===== src/rtl/alu_arbiter.sv =====
// ============================================================================
// alu_arbiter : two-requester round-robin front end for one shared alu,
//               with a registered, id-tagged response channel.
// Revision    : 1.0
// ============================================================================
`default_nettype none

module alu #(
  parameter int n_alu = 4
) (
  input  logic [3:0]       op,
  input  logic [n_alu-1:0] a,
  input  logic [n_alu-1:0] b,
  output logic [n_alu-1:0] dout,
  output logic             err,
  output logic             zero,
  output logic             of
);

  always_comb begin
    dout = '0;
    err  = 1'b0;
    zero = 1'b0;
    of   = 1'b0;
    case (op)
      4'd0: {of, dout} = {1'b0, a} + {1'b0, b};
      4'd1: begin
        dout = a - b;
        of   = (a < b);
      end
      4'd2: dout = a << b;
      4'd3: dout = a >> b;
      4'd4: zero = (a == b);
      4'd5: zero = (a > b);
      4'd6: zero = (a < b);
      default: begin
        err  = 1'b1;
        dout = '1;
      end
    endcase
  end

endmodule

module alu_arbiter #(
  parameter int N_ALU = 4
) (
  input  logic             clk,
  input  logic             rst,
  input  logic             req0_valid,
  output logic             req0_ready,
  input  logic [3:0]       req0_op,
  input  logic [N_ALU-1:0] req0_a,
  input  logic [N_ALU-1:0] req0_b,
  input  logic             req1_valid,
  output logic             req1_ready,
  input  logic [3:0]       req1_op,
  input  logic [N_ALU-1:0] req1_a,
  input  logic [N_ALU-1:0] req1_b,
  output logic             rsp_valid,
  input  logic             rsp_ready,
  output logic             rsp_id,
  output logic [N_ALU-1:0] rsp_dout,
  output logic             rsp_err,
  output logic             rsp_zero,
  output logic             rsp_of,
  output logic             busy
);

  typedef enum logic [1:0] {
    IDLE = 2'd0,
    EXEC = 2'd1,
    RESP = 2'd2
  } state_t;

  state_t           state;
  state_t           state_nxt;
  logic             prio;
  logic             grant;
  logic             accept;
  logic [3:0]       op_q;
  logic [N_ALU-1:0] a_q;
  logic [N_ALU-1:0] b_q;
  logic             id_q;
  logic [N_ALU-1:0] alu_dout;
  logic             alu_err;
  logic             alu_zero;
  logic             alu_of;
  logic             is_cmp;

  // Contention goes to prio; otherwise whichever requester is valid.
  assign grant      = (req0_valid && req1_valid) ? prio : req1_valid;
  assign accept     = (state == IDLE) && (req0_valid || req1_valid);
  assign req0_ready = accept && !grant;
  assign req1_ready = accept && grant;
  assign busy       = (state != IDLE);
  assign is_cmp     = (op_q == 4'd4) || (op_q == 4'd5) || (op_q == 4'd6);

  alu #(.n_alu(N_ALU)) u_alu (
    .op   (op_q),
    .a    (a_q),
    .b    (b_q),
    .dout (alu_dout),
    .err  (alu_err),
    .zero (alu_zero),
    .of   (alu_of)
  );

  always_comb begin
    state_nxt = state;
    case (state)
      IDLE:    if (accept) state_nxt = EXEC;
      EXEC:    state_nxt = RESP;
      RESP:    if (rsp_ready) state_nxt = IDLE;
      default: state_nxt = IDLE;
    endcase
  end

  always_ff @(posedge clk) begin
    if (rst) begin
      state     <= IDLE;
      prio      <= 1'b0;
      rsp_valid <= 1'b0;
      rsp_id    <= 1'b0;
      rsp_dout  <= '0;
      rsp_err   <= 1'b0;
      rsp_zero  <= 1'b0;
      rsp_of    <= 1'b0;
    end else begin
      state <= state_nxt;
      if (state == EXEC) begin
        rsp_valid <= 1'b1;
        rsp_id    <= id_q;
        rsp_dout  <= is_cmp ? '0 : alu_dout;
        rsp_err   <= alu_err;
        rsp_zero  <= alu_zero;
        rsp_of    <= alu_of;
      end
      if (state == RESP && rsp_ready) begin
        rsp_valid <= 1'b0;
        prio      <= ~rsp_id;
      end
    end
  end

  // Command holding registers need no reset: they are only read after an accept.
  always_ff @(posedge clk) begin
    if (accept) begin
      op_q <= grant ? req1_op : req0_op;
      a_q  <= grant ? req1_a  : req0_a;
      b_q  <= grant ? req1_b  : req0_b;
      id_q <= grant;
    end
  end

endmodule

`default_nettype wire


===== config.mk =====
export PLATFORM = sky130hd
export DESIGN_NAME = alu_arbiter
export DESIGN_NICKNAME = d
export VERILOG_FILES = /design/src/rtl/alu_arbiter.sv
export SDC_FILE = /design/constraint.sdc
export NUM_CORES = 1
export LEC_CHECK = 0
export CORE_MARGIN = 4
export CORE_UTILIZATION = 49
export CTS_CLUSTER_SIZE = 28
export DETAILED_ROUTE_END_ITERATION = 6
export HOLD_SLACK_MARGIN = 0.1
export PLACE_DENSITY = 0.84
export SLEW_MARGIN = 15
export SYNTH_ARGS = -nofsm -noshare
export SYNTH_HDL_FRONTEND = slang
export SYNTH_SLANG_ARGS = --single-unit

===== constraint.sdc =====
create_clock -name clk -period 2.58 [get_ports clk]
set_input_delay 0.774 -clock clk [delete_from_list [all_inputs] [get_ports clk]]
set_output_delay 0.774 -clock clk [all_outputs]
set_load 0.02 [all_outputs]

### Word level (Yosys, flattened, before mapping)

Cells that the tools add are included.

* $add $sub $neg: 2
* $lt $le $gt $ge: 2
* equality and inequality tests: 11
* shift-type cells: 2
* mux-type cells: 12
* bitwise logic cells: 1
* reduce and logical (&&, ||, !) cells: 16

Operator list (number)
* $pmux W4 S5: 1
* $mux W4: 4
* $eq A4 B3 Y1 const B: 3
* $eq A4 B2 Y1 const B: 2
* $reduce_or A7 Y1: 1
* $pmux W2 S3: 1
* $add A4 B4 Y5: 1
* $logic_and A1 B1 Y1: 5
* $eq A4 B1 Y1 const B: 1
* $eq A4 B4 Y1: 1
* $gt A4 B4 Y1: 1
* $logic_not A4 Y1: 1
* $lt A4 B4 Y1: 1
* $mux W2: 2
* $ne A2 B2 Y1 const B: 2
* $shl A4 B4 Y4: 1
* $shr A4 B4 Y4: 1
* $sub A4 B4 Y4: 1
* $logic_or A1 B1 Y1: 3
* $pmux W1 S3: 1
* $reduce_or A3 Y1: 1
* $eq A2 B1 Y1 const B: 1
* $eq A2 B2 Y1 const B: 1
* $logic_not A2 Y1: 1
* other kinds (7): 8

* flip-flop bits (word level): 25
* output and inout port bits: 12
* logic and storage cells: 58

### Logic depth before layout (Yosys ltp)

* word-level depth: 4
* mapped depth: 9
* gate-level depth less buffers: 9

### Hierarchy

Synthesis repeated with hierarchy kept, for this count alone.

* cells, all modules: 173
* area, all modules: 1730.4 µm²

Modules (own cells, without submodules)
* alu_arbiter: times used 1, cells each 87, area an instance 1076.0 µm², seq. area each 630.6 µm²
* alu: times used 1, cells each 86, area an instance 654.4 µm², seq. area each 0.0 µm²

### Least setup slack after synthesis

No wires, ideal clock.

* kind: input to output
* from: input req0_valid
* to: output req0_ready
* arrival: 1.743 ns
* slack: 0.063 ns
* stages: 5
* buffers on the path: 1
* cell sequence: inv_1 > o21ai_0 > inv_1 > buf_2 > nor2_1

* word-level cells in the longest chain between the ends: 4

Ends and longest elaborated chain
* start: declaration: RTL line 50 `input logic req0_valid,`
* $logic_and A1 B1 Y1: RTL line 92 `assign grant = (req0_valid && req1_valid) ? prio : req1_valid;`
* $mux W1: RTL line 92
* named net grant: RTL line 79 `logic grant;`
* $logic_not A1 Y1: RTL line 94 `assign req0_ready = accept && !grant;`
* $logic_and A1 B1 Y1: RTL line 94
* end: declaration: RTL line 51 `output logic req0_ready,`

The timed path passes the listed nets, and every way through them passes these cells.

### Worst setup path after layout

* from: input req0_valid
* to: output req0_ready

* word-level cells in the longest chain between the ends: 4

Ends and longest elaborated chain (RTL line)
* $logic_and A1 B1 Y1: 92
* $mux W1: 92
* $logic_not A1 Y1: 94
* $logic_and A1 B1 Y1 (*): 94

Mark *: on every way between the ends. The rest lies on a longest branch, timed or not.

==> summary.txt <==
STA
  – Final hold violation count: 0
  – Setup TNS: 0 ns
  – Slew Viols, Final: 0
  – Tcrit/Tclk final: a little over nine tenths
  – Worst Skew: 0.0154 ns
  – Max Freq: 396 MHz
  – Setup-failing EPs final: 0
  – RSZ-0062 raised after global routing: no
  – Max_slew headroom: 67.0%
  – Worst Tran Pin Value: 0.495 ns
  – Tmin final: about 2.5 ns

Floorplanning
  – Ports: 41
  – Starting Density: 52.5%
  – Core ar.: 0.00313 sq mm
  – Rows: 20
  – Chip height: approximately 66 um
  – Die Wd: ~66 um
  – Total die area: 0.00434 sq mm

Synth
  – Asr flop ratio synth: 0%
  – Syn Nets: 236
  – Post-synth EDFFs: 13
  – Ys flop type: edfxtp_1
  – Synth Area in XOR/XNOR: 1.07%
  – Synth Instances: 197
  – Syn. warnings: 0
  – Yosys reg bits: 25
  – Largest family of logic cells by synthesized area: simple AND/OR/NAND/NOR gates
  – Netlist cell types: 43
  – Syn Area/Cell: roughly 8.3 sq um
  – Post-Synth Adder-Cell Area: 8.54%
  – Post-synthesis mux area share: between 2 and 3%
  – Post-synthesis sequential area ratio: between 30% and 40%
  – Simple-gate share of the synthesized area: 25.6%
  – Complex-gate fraction of the synthesized area: between 15 and 20%
  – Synthesized area: 0.00164 sq mm

Placement
  – Placed cell area: 0.00209 sq mm
  – Gpl congestion: 0.928
  – Hpwl dp: 2.89 mm
  – I/O Buffers: 40

Finish
  – Layout Utilization: 67.6%
  – Fillers: around 270
  – ANT cells: 0
  – Multi-input logic area: 926 sq um
  – Synthesis-to-finish area growth: 28.9%
  – Fraction of layout cells with a size suffix above 1: 8.37%
  – Nets: 279
  – FF+latch area: 631 sq um
  – Final instance area: approximately 0.0021 sq mm

Setup path
  – Crit-path slowest cell: clkdlybuf4s50_1
  – Data arrival, critical path: 1.75 ns
  – Reg2Reg Setup Slack: roughly 0.49 ns
  – Reg-to-Reg Start: a_q[0]
  – CP max stage delay: around 0.48 ns
  – Crit path cell chain: clkdlybuf4s50_1 -> inv_1 -> o21ai_2 -> inv_1 -> nor2_1 -> buf_2
  – FF-to-FF path depth: 9
  – CP startpoint kind: input pin
  – CP Data Required Time: about 1.8 ns
  – Max FO, Critical Path: 2
  – RR Endpoint: rsp_zero
  – Worst setup path class: input pin to output pin
  – Crit. End Element: output pin
  – Most used cell, CP: inv_1

Clocking
  – Clk sinks: 25
  – H-tree Lvls: 1
  – Max clock buf depth: 2
  – CTS tree: built
  – CTS Buf Count: 3
  – Root Buffer: clkbuf_4
  – Clk_lat worst skew: a little over 0.3 ns
  – Clock transition at path regs: approximately 0.14 ns

Flow run
  – Max_cap viols: 0

GRT
  – GRT Util Overall: 17.4%
  – Initial antenna violation count: 0
  – GRT Residual Overflow: 0
  – Vias in the first global route: 1,436
  – First-pass GRT wire length: 6.09 mm
  – Largest net degree at the start of global routing: 16

Route
  – DR DRC count: 0
  – DRT iter0 DRCs: 88
  – Via/cell ratio: 5.25
  – Routed Antenna Nets: 0
  – Drt wl/cell: 12.5 um
  – Via count: 1,486
  – Drt pass-1 iters: 4
  – Routed WL: ~3.5 mm

Outcome
  – Outcome: completed

Hold path
  – Hold path depth: 2
  – Hold endpoint: rsp_of
  – Hold crit path type: flop to flop
  – Hold Startpoint: rsp_of

Power
  – Lkg Pwr: 0.854 nW
  – Power per Cell Area: 501 mW/mm^2
  – Worst vdd ir: about 0.00027 V
[routing by layer]
metal	vias to the layer above	track usage [%]	part of all wire, %
met5	-	0	0
met2	30	30.5	48
met3	2	3.74	4.7
met1	683	22.4	47
li1	771	-	-
met4	0	2.33	0.42
[worst max path at each step]
stage,start,end,cells after the start
floorplan,req0_valid,req0_ready,5
global placement,req0_valid,req1_ready,6
detailed placement,req0_valid,req1_ready,6
CTS,req0_valid,req0_ready,6
global route,req0_valid,req0_ready,6
finish,req0_valid,req0_ready,6
[power by group]
part | switching [mW] | internal [mW]
Sequential | 0.0531 | 0.467
Combinational | 0.191 | 0.178
Clock | 0.112 | 0.0578
[through the flow]
step | instances | hold slack [ns] | setup slack [ns] | power [mW]
2_1_floorplan | 197 | 0.471 | 0.0633 | 0.761
3_3_place_gp | 278 | 0.442 | -0.458 | 0.888
3_5_place_dp | 278 | 0.453 | -0.510 | 0.899
4_1_cts | 283 | 0.471 | 0.0526 | 1.06
5_1_grt | 283 | 0.520 | 0.00123 | 1.13
6_report | 283 | 0.469 | 0.0571 | 1.06
[synth_stat cells (all sizes together), types with 3 or more instances]
| library cell | instances | area share, % |
|---|---|---|
| a211oi | 3 | 1.4 |
| nor2 | 14 | 3.7 |
| nor3 | 6 | 1.8 |
| a31oi | 3 | 1.1 |
| nand3 | 5 | 1.5 |
| nand2 | 51 | 12 |
| buf | 8 | 2.9 |
| nand2b | 6 | 2.3 |
| inv | 11 | 2.5 |
| o21ai | 10 | 3.0 |
| edfxtp | 13 | 24 |
| a21oi | 13 | 4.0 |
| ha | 8 | 6.1 |
| a221oi | 5 | 3.8 |
| dfxtp | 12 | 15 |
[area by class of cell]
type / instances / area share, %
sequential: 25 / 29.8
multi-input combinational: 153 / 43.8
tap: 44 / 2.60
clock buffer: 3 / 1.06
clock inverter: 1 / 0.237
timing repair buffer: 46 / 20.6
inverter: 11 / 1.95
[flip-flops by register name (all words and copies together) (netlist names)]
| register | count |
|---|---|
| a_q | 4 |
| b_q | 4 |
| id_q | 1 |
| op_q | 4 |
| prio | 1 |
| rsp_dout | 4 |
| rsp_err | 1 |
| rsp_id | 1 |
| rsp_of | 1 |
| rsp_valid | 1 |
| rsp_zero | 1 |
| state | 2 |
[cell usage in the layout, fill, tap and decap left out, types with 5 or more instances in the layout]
master	n
a21oi_1	13
buf_4	6
clkdlybuf4s50_1	38
dfxtp_1	12
edfxtp_1	13
ha_1	8
inv_1	11
nand2_1	51
nand2b_1	6
nand3_1	5
nor2_1	13
nor3_1	6
o21ai_0	6
[kinds of logic after synthesis]
family	after synthesis
simple gates	93
buf+inv	19
fa+ha+maj	10
mux	4
flops	25
xor+xnor	2
compound gates	44
[critical path: cells and delay by family]
| family | cells | cell delay, ns |
|---|---|---|
| buf+inv | 4 | 0.76 |
| simple gates | 1 | 0.09 |
| compound gates | 1 | 0.12 |
[timing repair]
| action | in CTS | in global routing |
|---|---|---|
| hold buffers | 0 | 0 |
| setup endpoints to repair | 2 | 0 |
| gates resized for setup | 10 | 0 |
| buffers inserted | 1 | 0 |
(Power assumes the default switching activity.)
